[src/rtl/bp_be_pkg.sv]
// Shared back-end types: dcache opcodes, cache-maintenance commands and sequencer states.
package bp_be_pkg;

  localparam int unsigned dword_width_gp         = 64;
  localparam int unsigned reg_addr_width_gp      = 5;
  localparam int unsigned dcache_opcode_width_gp = 5;

  typedef enum logic [4:0] {
    e_dcache_op_nop   = 5'h00,
    e_dcache_op_clean = 5'h14,
    e_dcache_op_inval = 5'h15,
    e_dcache_op_flush = 5'h16
  } bp_be_dcache_op_e;

  typedef enum logic [1:0] {
    e_cmo_clean = 2'd0,
    e_cmo_inval = 2'd1,
    e_cmo_flush = 2'd2
  } bp_be_cmo_cmd_e;

  // Encoding 3 is accepted on the command port and silently dropped.
  localparam logic [1:0] cmo_cmd_reserved_gp = 2'd3;

  typedef enum logic [1:0] {
    StIdle,
    StIssue,
    StDrain,
    StDone
  } bp_be_cmo_state_e;

  function automatic int unsigned bp_be_dcache_pkt_width(input int unsigned vaddr_width);
    return dcache_opcode_width_gp + dword_width_gp + reg_addr_width_gp + vaddr_width;
  endfunction

  function automatic bp_be_dcache_op_e bp_be_cmo_to_dcache_op(input bp_be_cmo_cmd_e cmd);
    bp_be_dcache_op_e op;
    case (cmd)
      e_cmo_clean: op = e_dcache_op_clean;
      e_cmo_inval: op = e_dcache_op_inval;
      default:     op = e_dcache_op_flush;
    endcase
    return op;
  endfunction

endpackage

[src/rtl/bp_be_credit_counter.sv]
// Up/down saturating credit counter with full/empty flags.
module bp_be_credit_counter #(
  parameter int unsigned max_p  = 4,
  parameter int unsigned init_p = max_p,
  localparam int unsigned width_lp = $clog2(max_p + 1)
) (
  input  logic                clk_i,
  input  logic                reset_n_i,
  input  logic                inc_i,
  input  logic                dec_i,
  output logic [width_lp-1:0] count_o,
  output logic                full_o,
  output logic                empty_o
);

  logic [width_lp-1:0] count_q, count_d;

  assign count_o = count_q;
  assign full_o  = (count_q == width_lp'(max_p));
  assign empty_o = (count_q == '0);

  always_comb begin
    count_d = count_q;
    unique case ({inc_i, dec_i})
      2'b10:   if (!full_o)  count_d = count_q + width_lp'(1);
      2'b01:   if (!empty_o) count_d = count_q - width_lp'(1);
      default: ;
    endcase
  end

  always_ff @(posedge clk_i or negedge reset_n_i) begin
    if (!reset_n_i) count_q <= width_lp'(init_p);
    else            count_q <= count_d;
  end

  // Returning a credit that was never taken indicates a broken credit loop.
  inc_when_full_a : assert property (@(posedge clk_i) disable iff (!reset_n_i)
    !(inc_i && full_o));

endmodule

[src/rtl/bp_be_dcache_cmo_sequencer.sv]
// Walks every dcache set/way issuing clean/inval/flush packets under a credit limit.
module bp_be_dcache_cmo_sequencer
  import bp_be_pkg::*;
#(
  parameter int unsigned sets_p        = 64,
  parameter int unsigned assoc_p       = 8,
  parameter int unsigned block_width_p = 512,
  parameter int unsigned vaddr_width_p = 39,
  parameter int unsigned credits_p     = 4,
  localparam int unsigned pkt_width_lp = bp_be_dcache_pkt_width(vaddr_width_p)
) (
  input  logic                    clk_i,
  input  logic                    reset_n_i,
  input  logic                    cmd_v_i,
  input  logic [1:0]              cmd_i,
  output logic                    cmd_ready_o,
  output logic                    pkt_v_o,
  output logic [pkt_width_lp-1:0] pkt_o,
  input  logic                    pkt_ready_i,
  input  logic                    ack_v_i,
  output logic                    busy_o,
  output logic                    done_o
);

  localparam int unsigned lines_lp        = sets_p * assoc_p;
  localparam int unsigned idx_width_lp    = $clog2(lines_lp);
  localparam int unsigned offset_lp       = $clog2(block_width_p / 8);
  localparam int unsigned credit_width_lp = $clog2(credits_p + 1);

  typedef struct packed {
    bp_be_dcache_op_e               opcode;
    logic [dword_width_gp-1:0]      data;
    logic [reg_addr_width_gp-1:0]   rd_addr;
    logic [vaddr_width_p-1:0]       vaddr;
  } bp_be_dcache_pkt_s;

  bp_be_cmo_state_e          state_q;
  logic [idx_width_lp-1:0]   idx_q;
  bp_be_dcache_op_e          op_q;
  logic [credit_width_lp-1:0] credits;
  logic                      credits_full, credits_empty;
  logic                      pkt_hs, drain_done;
  bp_be_dcache_pkt_s         pkt;

  bp_be_credit_counter #(
    .max_p  (credits_p),
    .init_p (credits_p)
  ) u_credits (
    .clk_i     (clk_i),
    .reset_n_i (reset_n_i),
    .inc_i     (ack_v_i),
    .dec_i     (pkt_hs),
    .count_o   (credits),
    .full_o    (credits_full),
    .empty_o   (credits_empty)
  );

  assign pkt_v_o = (state_q == StIssue) && !credits_empty;
  assign pkt_hs  = pkt_v_o && pkt_ready_i;

  // Drain completes on the ack that refills the counter, not a cycle later.
  assign drain_done = credits_full ||
                      (ack_v_i && (credits == credit_width_lp'(credits_p - 1)));

  assign cmd_ready_o = (state_q == StIdle);
  assign busy_o      = (state_q != StIdle);
  assign done_o      = (state_q == StDone);

  // idx is {way, set}, so shifting it past the block offset yields both fields in place.
  always_comb begin
    pkt        = '0;
    pkt.opcode = op_q;
    pkt.vaddr  = vaddr_width_p'(idx_q) << offset_lp;
  end
  assign pkt_o = pkt;

  always_ff @(posedge clk_i or negedge reset_n_i) begin
    if (!reset_n_i) begin
      state_q <= StIdle;
      idx_q   <= '0;
      op_q    <= e_dcache_op_nop;
    end else begin
      unique case (state_q)
        StIdle: begin
          if (cmd_v_i && (cmd_i != cmo_cmd_reserved_gp)) begin
            op_q    <= bp_be_cmo_to_dcache_op(bp_be_cmo_cmd_e'(cmd_i));
            idx_q   <= '0;
            state_q <= StIssue;
          end
        end
        StIssue: begin
          if (pkt_hs) begin
            idx_q <= idx_q + idx_width_lp'(1);
            if (idx_q == idx_width_lp'(lines_lp - 1)) state_q <= StDrain;
          end
        end
        StDrain: if (drain_done) state_q <= StDone;
        StDone:  state_q <= StIdle;
        default: state_q <= StIdle;
      endcase
    end
  end

endmodule

[config.mk]
export PLATFORM = sky130hd
export DESIGN_NAME = bp_be_dcache_cmo_sequencer
export DESIGN_NICKNAME = d
export VERILOG_FILES = /design/src/rtl/bp_be_pkg.sv /design/src/rtl/bp_be_credit_counter.sv /design/src/rtl/bp_be_dcache_cmo_sequencer.sv
export SDC_FILE = /design/constraint.sdc
export NUM_CORES = 1
export LEC_CHECK = 0
export BUFFER_PORTS_ARGS = -buffer_cell sky130_fd_sc_hd__buf_4
export CORE_ASPECT_RATIO = 0.6
export CORE_MARGIN = 1.5
export CORE_UTILIZATION = 30
export DETAILED_ROUTE_END_ITERATION = 6
export GPL_TIMING_DRIVEN = 0
export PLACE_DENSITY = 0.68
export SLEW_MARGIN = 40
export SYNTH_ARGS = -nofsm -noshare
export SYNTH_HDL_FRONTEND = slang
export SYNTH_SLANG_ARGS = --single-unit
[constraint.sdc]
create_clock -name clk_i -period 5.8 [get_ports clk_i]
set_input_delay 0 -clock clk_i [delete_from_list [all_inputs] [get_ports clk_i]]
set_output_delay 0 -clock clk_i [all_outputs]
set_load 0.1 [all_outputs]
# After elaboration in Yosys (flattened, before gate mapping)
# Index checks and enable logic that the tools add are counted.
# classes
addsub	3
eq_ne	16
n_mux	12
reduce_logical	16
# ops
operator	n
$mux 9	2
$pmux 9 s2	1
$add 9x1->9 const B	1
$eq 9x9->1 const B	1
$mux 2	4
$ne 2x2->1 const B	4
$pmux 2 s4	1
$eq 2x1->1 const B	3
$eq 2x2->1 const B	3
$mux 3	2
$ne 2x1->1 const B	3
$pmux 3 s2	1
$reduce_and 3->1	2
$reduce_bool 2->1	3
$logic_and 1x1->1	4
$logic_not 2->1	2
$pmux 2 s2	1
$reduce_and 4->1	1
$add 3x1->3 const B	1
$eq 3x2->1 const B	1
$eq 3x3->1 const B	1
$logic_not 3->1	1
$sub 3x1->3 const B	1
$reduce_and 2->1	1
other kinds (2)	2
# word_totals
ff_bits	19
in_bits	7
out_inout_bits	117
elab_cells	51

# Logic depth before layout (Yosys ltp)
# logic_depth
ltp_word	7
depth_mapped	8
ltp_nobuf	8

# By module
# From an unflattened synthesis, not the netlist that was laid out.
# unflattened
cells_unflattened	222
hier_area_um2	1885.6
# by_module_without_submodules
mod	n_inst	cells_per_inst	area_each_um2	seq_area_each_um2
bp_be_dcache_cmo_sequencer	1	191	1590.3	350.3
bp_be_credit_counter	1	31	295.3	76.3

# Worst setup path after synthesis
# No wires, ideal clock.
# synth_path
path_kind	reg-to-reg
start	register state_q[0]
end	register state_q[1]
setup_time_ns	0.128
arrival_time_ns	2.865
t_required_ns	5.672
path_slack_ns	2.808
path_stages_with_launch	7
path_buffers	0
period_less_slack_ns	2.992
cell_sequence	dfrtp_1 -> inv_1 -> ha_1 -> inv_1 -> nor2_1 -> a221o_1 -> mux2_1
# synth_via
word_cells_on_any_way	12
classes_between	7 x eq/ne; 1 x mux; 4 x reduce/logical
# synth_lines
item	line	rtl
start: declaration	bp_be_dcache_cmo_sequencer.sv:37	bp_be_cmo_state_e state_q;
start signal: assignment	bp_be_dcache_cmo_sequencer.sv:79	state_q <= StIdle;
start signal: assignment	bp_be_dcache_cmo_sequencer.sv:88	state_q <= StIssue;
start signal: assignment	bp_be_dcache_cmo_sequencer.sv:94	if (idx_q == idx_width_lp'(lines_lp - 1)) state_q <= StDrain;
$logic_not 2->1 *	--	
net cmd_ready_o	bp_be_dcache_cmo_sequencer.sv:16	output logic cmd_ready_o,
$ne 2x1->1 (no source line)	--	
$reduce_and 4->1 (no source line)	--	
# The timed path passes the listed nets; every way through them passes the cells marked *.
# A chain may end at the register's enable or synchronous reset.

# Worst setup path after layout
# layout_path
start	register state_q[1]
end	register u_credits.count_q[2] (netlist: u_credits.count_o[2])
# layout_via
elab_chain_cells	6
word_cells_on_any_way	10
classes_between	5 x eq/ne; 1 x mux; 4 x reduce/logical
# layout_rtl
item	line	rtl
$eq 2x1->1 *	bp_be_dcache_cmo_sequencer.sv:58	assign pkt_v_o = (state_q == StIssue) && !credits_empty;
$logic_and 1x1->1 *	bp_be_dcache_cmo_sequencer.sv:58	
$logic_and 1x1->1 *	bp_be_dcache_cmo_sequencer.sv:59	assign pkt_hs = pkt_v_o && pkt_ready_i;
$eq 2x1->1 / $eq 2x2->1 (equally long branches)	bp_be_credit_counter.sv:24	unique case ({inc_i, dec_i})
$ne 2x2->1 (no source line) / $reduce_bool 2->1 (equally long branches)	--	
$reduce_and 3->1 (no source line)	--	
end signal: assignment	bp_be_credit_counter.sv:32	if (!reset_n_i) count_q <= width_lp'(init_p);
end signal: assignment	bp_be_credit_counter.sv:33	else count_q <= count_d;
end: declaration	bp_be_credit_counter.sv:16	logic [width_lp-1:0] count_q, count_d;
# Mark *: on every way between the ends. The rest lies on a longest branch, timed or not.

==> metrics.md <==
| Metric | Value |
|---|---|
| Drt pass-1 iters | `4` |
| CTS clk-pin slew, worst paths | `roughly 0.070 ns` |
| Die height | `about 63 µm` |
| IR Drop Worst-Case VDD | `around 0.18 mV` |
| Gr busiest metal | `met2` |
| Hold WS | `0.00983 ns` |
| Critical path class | `reg -> reg` |
| Critical Path Start Type | `flip-flop` |
| Area growth syn-to-layout | `38.4%` |
| Crit. End Element | `flip-flop` |
| Min-delay worst type | `in -> reg` |
| Die Area | `approximately 0.0066 mm²` |
| Drc violations | `0` |
| Gate power share | `0.722` |
| Met3 usage | `0.0373` |
| Post-synth ARST share | `1.00` |
| Power Density | `383 mW/mm²` |
| First-pass GRT wire length | `approximately 5600 µm` |
| Distinct cells, synth | `40` |
| Part of the power in registers | `0.184` |
| IO Count | `between 100 and 150` |
| Pin count of the biggest net entering global routing | `18` |
| Fin Clk Skew | `0.00293 ns` |
| Setup_tns | `0 ns` |
| Initial antenna violation count | `0` |
| Post-synth EDFFs | `0` |
| Final setup violation count | `0` |
| Data arrival, critical path | `2.54 ns` |
| Met1 Track Usage GR | `0.142` |
| Cts repair resizes | `0` |
| Switch Pwr | `~0.00062 W` |
| Post-synthesis sequential area ratio | `0.233` |
| Mapped Area | `0.00183 mm²` |
| Final Hold Viols | `0` |
| CTS Buf Count | `3` |
| Placer Congestion | `0.868` |
| Final Cell Area | `0.00253 mm²` |
| Clk sink count | `17` |
| DRT iter0 DRCs | `56` |
| # rows | `21` |
| GRT Total Usage | `0.105` |
| Ys Warns | `0` |
| Seq cells post-synth | `17` |
| Wirelength per Cell | `8.63 µm` |
| Root Driver | `clkbuf_8` |
| Leakage power | `1.52 nW` |
| Synth area leader | `buf_4` |
| Tcrit/Tclk final | `0.409` |
| Die X-Extent | `104 µm` |
| Syn_area_per_cell | `~8.6 µm²` |
| Area after DPL | `0.00247 mm²` |
| CTS tree | `yes` |
| RSZ-0062 raised after global routing | `false` |
| Post-DP HPWL | `3070 µm` |
| Post-synth top flop | `dfrtp_1` |
| Actual slew at the worst max-slew pin | `0.738 ns` |
| CTS max path bufs | `2` |
| Remaining global-route overflow | `0` |
| # nets final | `354` |
| Most common cell after layout, fill and taps aside | `buf_4` |
| Worst slew margin | `0.507` |
| WL final | `3620 µm` |
| H-Tree Depth | `1` |
| Initial Utilization | `0.319` |
| Clk_lat worst skew | `0.25 ns` |
| Vias in the first global route | `1150` |
| Fmax | `between 400 and 500 MHz` |
| Most frequent cells in the layout | `buf_4 (123), conb_1 (100), dfrtp_1 (16), nor2_1 (10)` |
| Clk pwr share | `0.094` |
| # hold bufs at CTS | `2` |
| Antenna cells | `0` |
| Switching Share | `0.640` |
| CP required | `5.97 ns` |
| Ratio of cells with drive above 1 in the final layout | `0.413` |
| Synth area leaders | `buf_4 (41%), dfrtp_1 (22%), ha_1 (4.1%), nor2_1 (2.1%), a21oi_1 (1.9%)` |
| Routing usage on met2 | `0.162` |
| Max_cap viols | `0` |
| Top cell type's share of synthesized area | `0.415` |
| Post-route ant nets | `0` |
| Status | `finished, final reports clean` |
| # port buffers | `22` |
| CORE AREA | `0.00573 mm²` |
| CP max FO | `7` |
| Crit path time final | `2.37 ns` |
| Post-CTS Setup Bufs | `0` |
| Fin. max-slew vios | `0` |
| Synth Instances | `between 200 and 250` |
| Vias | `between 1000 and 1500` |
| DR vias/cell | `3.35` |
| Int Power | `0.000348 W` |
## cells in the mapped netlist (2+ instances only)
cell and n:
a31o_2 2, o21ai_1 4, inv_1 7, nand2b_1 2
a22o_1 2, dfrtp_1 16, nor2b_1 2, and3_1 4
buf_2 3, nand2_1 5, nor3b_1 3, buf_4 101
nor2_1 10, nand3_1 4, buf_6 2, or3_1 5
a221o_1 2, ha_1 6, o21ai_0 5, a21oi_1 7
## worst max-delay path: stages (launching register included)
cell	delay, ns
dfrtp_1	0.42
inv_1	0.09
ha_1	0.34
o311a_4	0.30
nand2b_1	0.11
fa_1	0.40
nor3b_1	0.30
nor3_1	0.10
a211oi_1	0.22
## per-layer routing
metal,up-vias,part of all wire
met1,598,0.46
met5,-,0
met4,0,0.0041
met3,2,0.071
li1,758,-
met2,46,0.46
## power by group through the flow
| stage | clock, W | sequential, W | combinational, W |
|---|---|---|---|
| after CTS | 0.0000959 | 0.000178 | 0.000698 |
| after global placement | 0 | 0.000178 | 0.000689 |
| after global routing | 0.000101 | 0.000183 | 0.000732 |
| after floorplan | 0 | 0.000307 | 0.000492 |
| final | 0.0000908 | 0.000178 | 0.000700 |
| after detailed placement | 0 | 0.000180 | 0.000696 |
## registers in the layout, indices dropped and copies added, names as in the netlist
| name | cells |
|---|---|
| state_q | 2 |
| op_q | 3 |
| idx_q | 9 |
| u_credits.count_o | 3 |
## layout make-up
type,count,area (µm²)
repair buffers,24,185
plain buffers,106,796
fillers,590,3200
flip-flops and latches,17,427
clock buffers,3,41.3
multi-input cells,181,952
inverters,7,26.3
well taps,80,100
clock inverters,1,5.00
## metrics by stage
stage | utilization | instances | total power [W] | setup WS (ns)
4_1_cts | 0.442 | 419 | 0.000972 | 3.44
5_1_grt | 0.442 | 419 | 0.00102 | 3.26
3_5_place_dp | 0.431 | 413 | 0.000876 | 3.48
2_1_floorplan | - | 311 | 0.000799 | 2.81
3_3_place_gp | 0.431 | 413 | 0.000868 | 3.61
6_report | 0.442 | 419 | 0.000969 | 3.43
## path summary, 6_finish.rpt
path / startpoint / endpoint / slack [ns] / cells after the start
setup / recovery: state_q[1] / u_credits.count_o[2] / 3.43 / 8
hold / removal: cmd_i[0] / op_q[0] / 0.01 / 3
setup reg to reg: state_q[1] / u_credits.count_o[2] / 3.43 / 8
hold reg to reg: op_q[0] / op_q[0] / 0.51 / 2
max in group asynchronous: reset_n_i / u_credits.count_o[2] / 5.40 / 2
min in group asynchronous: reset_n_i / idx_q[5] / 0.14 / 2
## cells by family after synthesis
logic type	Yosys count	share of synthesized area
and+or+nand+nor	41	0.121
DFF	17	0.233
other	1	0.00205
AOI/OAI and AO/OA	30	0.124
adders and majority gates	7	0.0520
muxes	3	0.0178
buffers and inverters	113	0.449
Power figures use the tool's default switching activity.
